<file path="src/rtl/serial_subtractor.sv">
// Bit-serial unsigned subtractor: one subtractor cell plus a borrow flip-flop, LSB first,
// with a start/done handshake. Define SERIAL_SUB_ADD_MODE_EN to add a `mode` input (1 = add).
module serial_subtractor #(
   parameter int WIDTH = 8
) (
   input  logic             clk,
   input  logic             rst_n,
   input  logic             start,
`ifdef SERIAL_SUB_ADD_MODE_EN
   input  logic             mode,
`endif
   input  logic [WIDTH-1:0] a,
   input  logic [WIDTH-1:0] b,
   output logic             busy,
   output logic             done,
   output logic [WIDTH-1:0] diff,
   output logic             borrow
);

   localparam int CNT_W = (WIDTH > 1) ? $clog2(WIDTH) : 1;
   localparam logic [CNT_W-1:0] LAST = CNT_W'(WIDTH - 1);

   typedef enum logic [1:0] {
      IDLE  = 2'd0,
      SHIFT = 2'd1,
      DONE  = 2'd2
   } state_t;

   state_t             state_q, state_d;
   logic [WIDTH-1:0]   sa_q, sa_d;
   logic [WIDTH-1:0]   sb_q, sb_d;
   logic [WIDTH-1:0]   sr_q, sr_d;
   logic [WIDTH-1:0]   diff_q, diff_d;
   logic [CNT_W-1:0]   cnt_q, cnt_d;
   logic               bf_q, bf_d;
   logic               borrow_q, borrow_d;
   logic               cellD;
   logic               cellBo;

`ifdef SERIAL_SUB_ADD_MODE_EN
   logic mode_q, mode_d;

   // In add mode the borrow flip-flop carries the carry instead.
   always_comb begin
      cellD = sa_q[0] ^ sb_q[0] ^ bf_q;
      if (mode_q)
         cellBo = (sa_q[0] & sb_q[0]) | ((sa_q[0] ^ sb_q[0]) & bf_q);
      else
         cellBo = (~sa_q[0] & sb_q[0]) | (~(sa_q[0] ^ sb_q[0]) & bf_q);
   end
`else
   always_comb begin
      cellD  = sa_q[0] ^ sb_q[0] ^ bf_q;
      cellBo = (~sa_q[0] & sb_q[0]) | (~(sa_q[0] ^ sb_q[0]) & bf_q);
   end
`endif

   always_comb begin
      state_d  = state_q;
      sa_d     = sa_q;
      sb_d     = sb_q;
      sr_d     = sr_q;
      diff_d   = diff_q;
      cnt_d    = cnt_q;
      bf_d     = bf_q;
      borrow_d = borrow_q;
`ifdef SERIAL_SUB_ADD_MODE_EN
      mode_d   = mode_q;
`endif
      case (state_q)
         IDLE, DONE: begin
            if (start) begin
               sa_d    = a;
               sb_d    = b;
               bf_d    = 1'b0;
               cnt_d   = '0;
`ifdef SERIAL_SUB_ADD_MODE_EN
               mode_d  = mode;
`endif
               state_d = SHIFT;
            end else begin
               state_d = IDLE;
            end
         end
         SHIFT: begin
            sa_d = {1'b0, sa_q[WIDTH-1:1]};
            sb_d = {1'b0, sb_q[WIDTH-1:1]};
            sr_d = {cellD, sr_q[WIDTH-1:1]};
            bf_d = cellBo;
            // Counter holds at the last index so it never wraps within an operation.
            if (cnt_q == LAST) begin
               diff_d   = {cellD, sr_q[WIDTH-1:1]};
               borrow_d = cellBo;
               state_d  = DONE;
            end else begin
               cnt_d = cnt_q + CNT_W'(1);
            end
         end
         default: state_d = IDLE;
      endcase
   end

   always_ff @(posedge clk or negedge rst_n) begin
      if (!rst_n) begin
         state_q  <= IDLE;
         sa_q     <= '0;
         sb_q     <= '0;
         sr_q     <= '0;
         diff_q   <= '0;
         cnt_q    <= '0;
         bf_q     <= 1'b0;
         borrow_q <= 1'b0;
`ifdef SERIAL_SUB_ADD_MODE_EN
         mode_q   <= 1'b0;
`endif
      end else begin
         state_q  <= state_d;
         sa_q     <= sa_d;
         sb_q     <= sb_d;
         sr_q     <= sr_d;
         diff_q   <= diff_d;
         cnt_q    <= cnt_d;
         bf_q     <= bf_d;
         borrow_q <= borrow_d;
`ifdef SERIAL_SUB_ADD_MODE_EN
         mode_q   <= mode_d;
`endif
      end
   end

   assign busy   = (state_q == SHIFT);
   assign done   = (state_q == DONE);
   assign diff   = diff_q;
   assign borrow = borrow_q;

endmodule

</file>
<file path="config.mk">
export PLATFORM = sky130hd
export DESIGN_NAME = serial_subtractor
export DESIGN_NICKNAME = d
export VERILOG_FILES = /design/src/rtl/serial_subtractor.sv
export SDC_FILE = /design/constraint.sdc
export NUM_CORES = 1
export LEC_CHECK = 0
export CORE_MARGIN = 2
export CORE_UTILIZATION = 56
export DETAILED_ROUTE_END_ITERATION = 12
export GPL_TIMING_DRIVEN = 0
export PLACE_DENSITY = 0.87
export SLEW_MARGIN = 20
export SYNTH_ARGS = -nofsm -noshare
export SYNTH_HDL_FRONTEND = slang
export SYNTH_SLANG_ARGS = --single-unit
</file>
<file path="constraint.sdc">
create_clock -name clk -period 4.81 [get_ports clk]
set_clock_uncertainty 0.2 [all_clocks]
set_input_delay 0.481 -clock clk [delete_from_list [all_inputs] [get_ports clk]]
set_output_delay 0.481 -clock clk [all_outputs]
set_load 0.03 [all_outputs]
</file>
==> flow_metrics.env <==
export IMPL_cts_setup_buffers=0
export IMPL_yosys_area_top_type="dfrtp_1"
export IMPL_ant_nets=0
export IMPL_wl_um=3730
export IMPL_reg2reg_to="diff[1]"
export IMPL_first_iter_violations=40
export IMPL_yosysMostFrequentCell="dfrtp_1"
export IMPL_dpl_hpwl_um=2760
export IMPL_ys_top_cells_by_area="dfrtp_1, mux2i_1, mux2_2, nand2_1, a211oi_1"
export IMPL_crit_fanout=10
export IMPL_port_buffers=29
export IMPL_cts_buffers=5
export IMPL_fin_nets=226
export IMPL_cts_tree="yes"
export IMPL_r2r_cells=5
export IMPL_antenna_found_initial=0
export IMPL_ff2ff_setup_slack_ns=3.02
export IMPL_cp_start_kind="flop"
export IMPL_synth_edf_count=0
export IMPL_worst_setup_path_type="reg2out"
export IMPL_syn_avg_cell_area_um2=10.8
export IMPL_die_area_um2=3680
export IMPL_ff_latch_area_um2=951
export IMPL_hp_class="reg2reg"
export IMPL_clk_latency_ns=0.35
export IMPL_wl_per_cell_um=15.0
export IMPL_coreArea_um2=3050
export IMPL_antenna_cells=0
export IMPL_grt_pass1_wl_um=6270
export IMPL_num_fill_cells=222
export IMPL_ys_types=26
export IMPL_cts_max_path_buffers=2
export IMPL_synthArstFlopShare_pct=100
export IMPL_die_height_um=60.6
export IMPL_syn_instance_count=166
export IMPL_grt_overflow=0
export IMPL_grt_pass1_vias=1385
export IMPL_num_vias=1387
export IMPL_setup_tns_ns=0
export IMPL_initial_core_util_pct=58.8
export IMPL_slew_headroom_pct=67.1
export IMPL_drv_cap=0
export IMPL_max_freq_ghz=0.373
export IMPL_drt_vias_per_instance=5.57
export IMPL_synth_seq_cells=38
export IMPL_yosysTopAreaCellShare_pct=53.0
export IMPL_peakVddDrop_mv=0.274
export IMPL_detailed_place_area_um2=2160
export IMPL_post_route_min_period_ns=2.68
export IMPL_drive_gt1_share_pct=15.1
export IMPL_fin_area_um2=2280
export IMPL_ctsRootBufferMaster="clkbuf_4"
export IMPL_end_kind="output pin"
export IMPL_min_delay_worst_endpoint="sr_q[1]"
export IMPL_multi_input_area_um2=749
export IMPL_finalCritPeriodShare_pct=55.8
export IMPL_cts_num_sinks=38
export IMPL_ys_seq_area_share_pct=53.0
export IMPL_grt_start_max_net_pins=21
export IMPL_rsz0062_at_grt="false"
export IMPL_leakage_uw=0.00103
export IMPL_die_x_um=60.6
export IMPL_setup_viol=0
export IMPL_synthTopCellsByCount="dfrtp_1, nand2_1, a21oi_1"
export IMPL_syn_cell_area_um2=1800
export IMPL_timing_rr_start="cnt_q[0]"
export IMPL_synth_top_flop_cell="dfrtp_1"
export IMPL_finalHoldWorstSlack_ns=0.289
export IMPL_clkTransAtPathRegs_ns=0.11
export IMPL_status="finished, final reports clean"
export IMPL_power_density_nw_per_um2=642
export IMPL_htreeDepth=2
export IMPL_yosysWarnings=0
export IMPL_drc_errors=0
export IMPL_pin_count=30
export IMPL_arrival_ns=2.00
export IMPL_hold_start="sr_q[1]"
export IMPL_drv_slew=0
export IMPL_worstMarginPinSlew_ns=0.494
export IMPL_area_delta_synth_final_pct=27.0
export IMPL_rows=20
export IMPL_hold_viol=0
export IMPL_dr_pass1_iters=4
export IMPL_hold_path_depth=2
export IMPL_gp_congestion=0.734
export IMPL_grtUsageTotal_pct=23.5
export IMPL_synth_nets=188
export IMPL_required_ns=4.13
sequential cells by signal (all words and copies together), names as in the netlist:
name,cells
cnt_q,3
borrow,1
diff,8
state_q,2
sr_q,7
sa_q,8
sb_q,8
bf_q,1
through the flow:
step	setup slack [ns]	instances	util (%)	total power, uW
CTS	2.11	249	74.7	1470
global route	2.02	249	74.7	1570
detailed placement	2.51	240	70.9	1200
global placement	2.26	239	70.1	1140
finish	2.13	249	74.7	1460
floorplan	2.93	166	-	982
per-layer routing:
layer / part of all wire [%] / global-route usage [%] / vias to the layer above
met5: 0 / 0 / -
met4: 1.2 / 9.01 / 0
met3: 4.8 / 6.40 / 6
met2: 53 / 40.4 / 41
met1: 41 / 28.2 / 690
li1: - / - / 650
cell usage in the layout (no fill, tap or decap), types with 2 or more instances in the layout:
cell type and instances:
o21ai_0 3, clkbuf_4 5, a211oi_1 11, mux2i_1 14, ha_1 2, mux2_2 8, o22ai_1 2, nand3_1 8
inv_1 6, nand2b_1 2, bufinv_16 2, clkdlybuf4s50_1 28, a21oi_1 16, buf_4 3, buf_6 2, nor2_1 2
nand2_1 24, nor2b_1 12, dfrtp_1 38, buf_2 5
worst max path at each step:
stage / slack, ns / startpoint / end
floorplan: 2.93 / state_q[1] / done
global placement: 2.26 / rst_n / sb_q[4]
detailed placement: 2.51 / state_q[1] / done
CTS: 2.11 / state_q[1] / done
global route: 2.02 / state_q[1] / done
finish: 2.13 / state_q[1] / done
power breakdown:
group | switching (uW) | internal (uW) | total [uW]
Sequential | 104 | 468 | 572
Clock | 110 | 163 | 272
Combinational | 330 | 288 | 619
worst max-delay path, cell delays in order, from the launching register on:
cell and delay [ns]:
dfrtp_1 0.37, buf_6 0.16, buf_2 0.28, nor2b_1 0.17, clkdlybuf4s50_1 0.67
layout make-up:
class / instances / share of cell area [%]
buffer: 10 / 3.02
clock inverter: 3 / 3.02
clock buffer: 5 / 1.65
sequential: 38 / 41.7
multi-input combinational: 111 / 32.9
inverter: 7 / 1.15
timing repair buffer: 31 / 14.2
tap: 44 / 2.41
what timing repair did:
item / in CTS / in global routing
setup endpoints to repair: 0 / 0
resized for setup: 0 / 0
endpoints found under the hold margin: 18 / 0
hold buffers: 1 / 0
kinds of logic after synthesis:
family | share of synthesized area [%]
flops | 53.0
buf+inv | 5.30
mux | 12.8
fa+ha+maj | 2.51
simple gates | 14.4
compound gates | 12.1
Note: power is estimated with default switching activity, not from simulation.
==> RTL edit (same flow settings) <==
Put a register stage on the outputs `busy` and `done`. The values now appear one clock later. The other outputs are not delayed to match.
--- a/src/rtl/serial_subtractor.sv
+++ b/src/rtl/serial_subtractor.sv
@@ -128,8 +128,10 @@
       end
    end
 
-   assign busy   = (state_q == SHIFT);
-   assign done   = (state_q == DONE);
+   always_ff @(posedge clk) begin
+      busy <= (state_q == SHIFT);
+      done <= (state_q == DONE);
+   end
    assign diff   = diff_q;
    assign borrow = borrow_q;
 
Check against the original RTL: not equivalent (a bounded check fails within 4 cycles, from zero or initial values and one cycle with rst_n low).
==> RTL edit against the unedited design <==
- utilization decreased by 0.53 points
- final cell count is 0.80% higher
- first-iteration DRC count is 110% higher
- synthesized cell count rose by 1.2%
- total power shrank 2.9%
- largest power group unchanged
- synthesized area is 2.2% higher
- routed wire length down 3.7%
- highest routed layer unchanged
- fmax up 30%
- sequential cell count grew 2
- global-route usage is 0.61 points lower
- final area is 0.11% higher
- worst setup slack improved by 0.61 ns
- largest cell class unchanged
- critical endpoint is now diff[3]
==> RTL edit: results (changes against the unedited design) <==
** Run status
- Result of the run :: complete, no violations (unchanged)

** Global routing
- First-pass GRT wire length :: 6160 um (was 6270 um)
- The via count of the first global-routing pass came to 1371 (was 1385).
- The maximum number of pins on one net before global-route repair came to 32 (was 21).
- The total routing usage reported by global routing was 0.229 (was 0.235).

** Cells and area
- Layout net count :: 228 (was 226)
- Filler cell count in the final layout :: 231 (was 222)
- The ratio of cells with drive above 1 in the final layout came to 0.145 (was 0.151).

** Synth
- Sequential cell area fraction in the yosys report :: 0.540 (was 0.530)
- The count of different cell masters after synthesis was 27 (was 26).
- The net count after synthesis was 190 (was 188).
- Top cells by area in the synthesized netlist :: sky130_fd_sc_hd__dfrtp_1 (52%), sky130_fd_sc_hd__mux2i_1 (7.6%), sky130_fd_sc_hd__mux2_2 (4.9%) (was sky130_fd_sc_hd__dfrtp_1 (53%), sky130_fd_sc_hd__mux2i_1 (7.8%), sky130_fd_sc_hd__mux2_2 (5.0%))
- Fraction of registers with async set or reset after synthesis :: 0.950 (was 1.00)
- Commonest cells in the netlist :: sky130_fd_sc_hd__dfrtp_1 (38), sky130_fd_sc_hd__nand2_1 (24), sky130_fd_sc_hd__a21oi_1 (16) (unchanged)

** Critical path
- Worst-path fanout max :: 2 (was 10)
- The launch point of the worst path was diff[3] (was state_q[1]).
- The end of the worst register-to-register path is diff[6] (was diff[1]).
- The worst setup path endpoint was diff[3] (was done).
- Reg2reg start :: cnt_q[0] (unchanged)
- Setup slack of the worst register-to-register path :: 3.02 ns (about the same)
- The master of the slowest instance on the critical path is sky130_fd_sc_hd__clkdlybuf4s50_1 (unchanged).
- The signal arrival time at the worst endpoint is 1.39 ns (was 2.00 ns).

** Placement
- Routability-driven placement congestion ratio :: 0.767 (was 0.734)
- The HPWL after detailed placement was 2550 um (was 2760 um).

** Routing
- The number of search-and-repair iterations in the first detailed-routing pass is 4 (unchanged).
- The detailed router's first-iteration violation count is 85 (was 40).
- The routed wirelength normalized by instance count was 14.3 um (was 15.0 um).
- The via density per instance was 5.52 (was 5.57).

** STA
- The slew at the pin with the worst max-slew slack came to 0.464 ns (was 0.494 ns).

** Power
- The worst-case vdd ir drop is 0.351 mV (was 0.274 mV).
- The static leakage power was 1.03 nW (about the same).
==> RTL edit: where the power goes <==
part | internal, mW | leakage, nW | switching, mW | total, mW
Clock | 0.109 | 0.0422 | 0.108 | 0.217
Combinational | 0.288 | 0.499 | 0.327 | 0.614
Sequential | 0.489 | 0.486 | 0.100 | 0.589
==> RTL edit: cell type report <==
class                           count  area, um^2  share of cell area
Inverter                            7        26.3              0.0115
Multi-Input combinational cell    111         749               0.328
Sequential cell                    40         991               0.434
Tap cell                           44        55.1              0.0241
Timing Repair Buffer               31         315               0.138
Buffer                             10        68.8              0.0302
Clock inverter                      2        35.0              0.0154
Clock buffer                        6        41.3              0.0181
==> RTL edit: kinds of logic after synthesis <==
| logic type | after synthesis | share of synthesized area |
|---|---|---|
| AOI/OAI and AO/OA | 35 | 0.118 |
| DFF | 40 | 0.540 |
| buffers and inverters | 17 | 0.0518 |
| adders and majority gates | 3 | 0.0245 |
| and+or+nand+nor | 51 | 0.140 |
| muxes | 22 | 0.125 |
==> RTL edit: metal layers <==
metal  wire length [um]  up-vias  track usage
met5                  0        -            0
met2               1780       31        0.371
li1                   -      661            -
met4                 72        0        0.112
met1               1610      686        0.296
met3                131        7       0.0441
==> RTL edit: through the flow <==
| step | area [um^2] | utilization | cells | setup WS, ns | hold WS (ns) |
|---|---|---|---|---|---|
| CTS | 2280 | 0.741 | 251 | 2.72 | 0.293 |
| floorplan | 1840 | - | 168 | 3.14 | -0.0146 |
| global placement | 2180 | 0.709 | 241 | 2.25 | 0.262 |
| global route | 2280 | 0.741 | 251 | 2.68 | 0.319 |
| detailed placement | 2200 | 0.713 | 242 | 2.68 | 0.155 |
| finish | 2280 | 0.741 | 251 | 2.74 | 0.291 |
==> RTL edit: worst min path at each step <==
stage / from / to / slack, ns / depth (start not counted)
final: sr_q[1] / sr_q[1] / 0.29 / 2
after global routing: rst_n / sa_q[4] / 0.32 / 2
after CTS: sr_q[1] / sr_q[1] / 0.29 / 2
after detailed placement: rst_n / sa_q[1] / 0.16 / 1
after global placement: cnt_q[0] / cnt_q[0] / 0.26 / 1
after floorplan: rst_n / bf_q / -0.01 / 0
==> RTL edit: repair_timing <==
| action | CTS | global route |
|---|---|---|
| hold buffers | 1 | 0 |
| setup buffers | 0 | 0 |
| endpoints found under the hold margin | 7 | 0 |
| gates resized for setup | 0 | 0 |
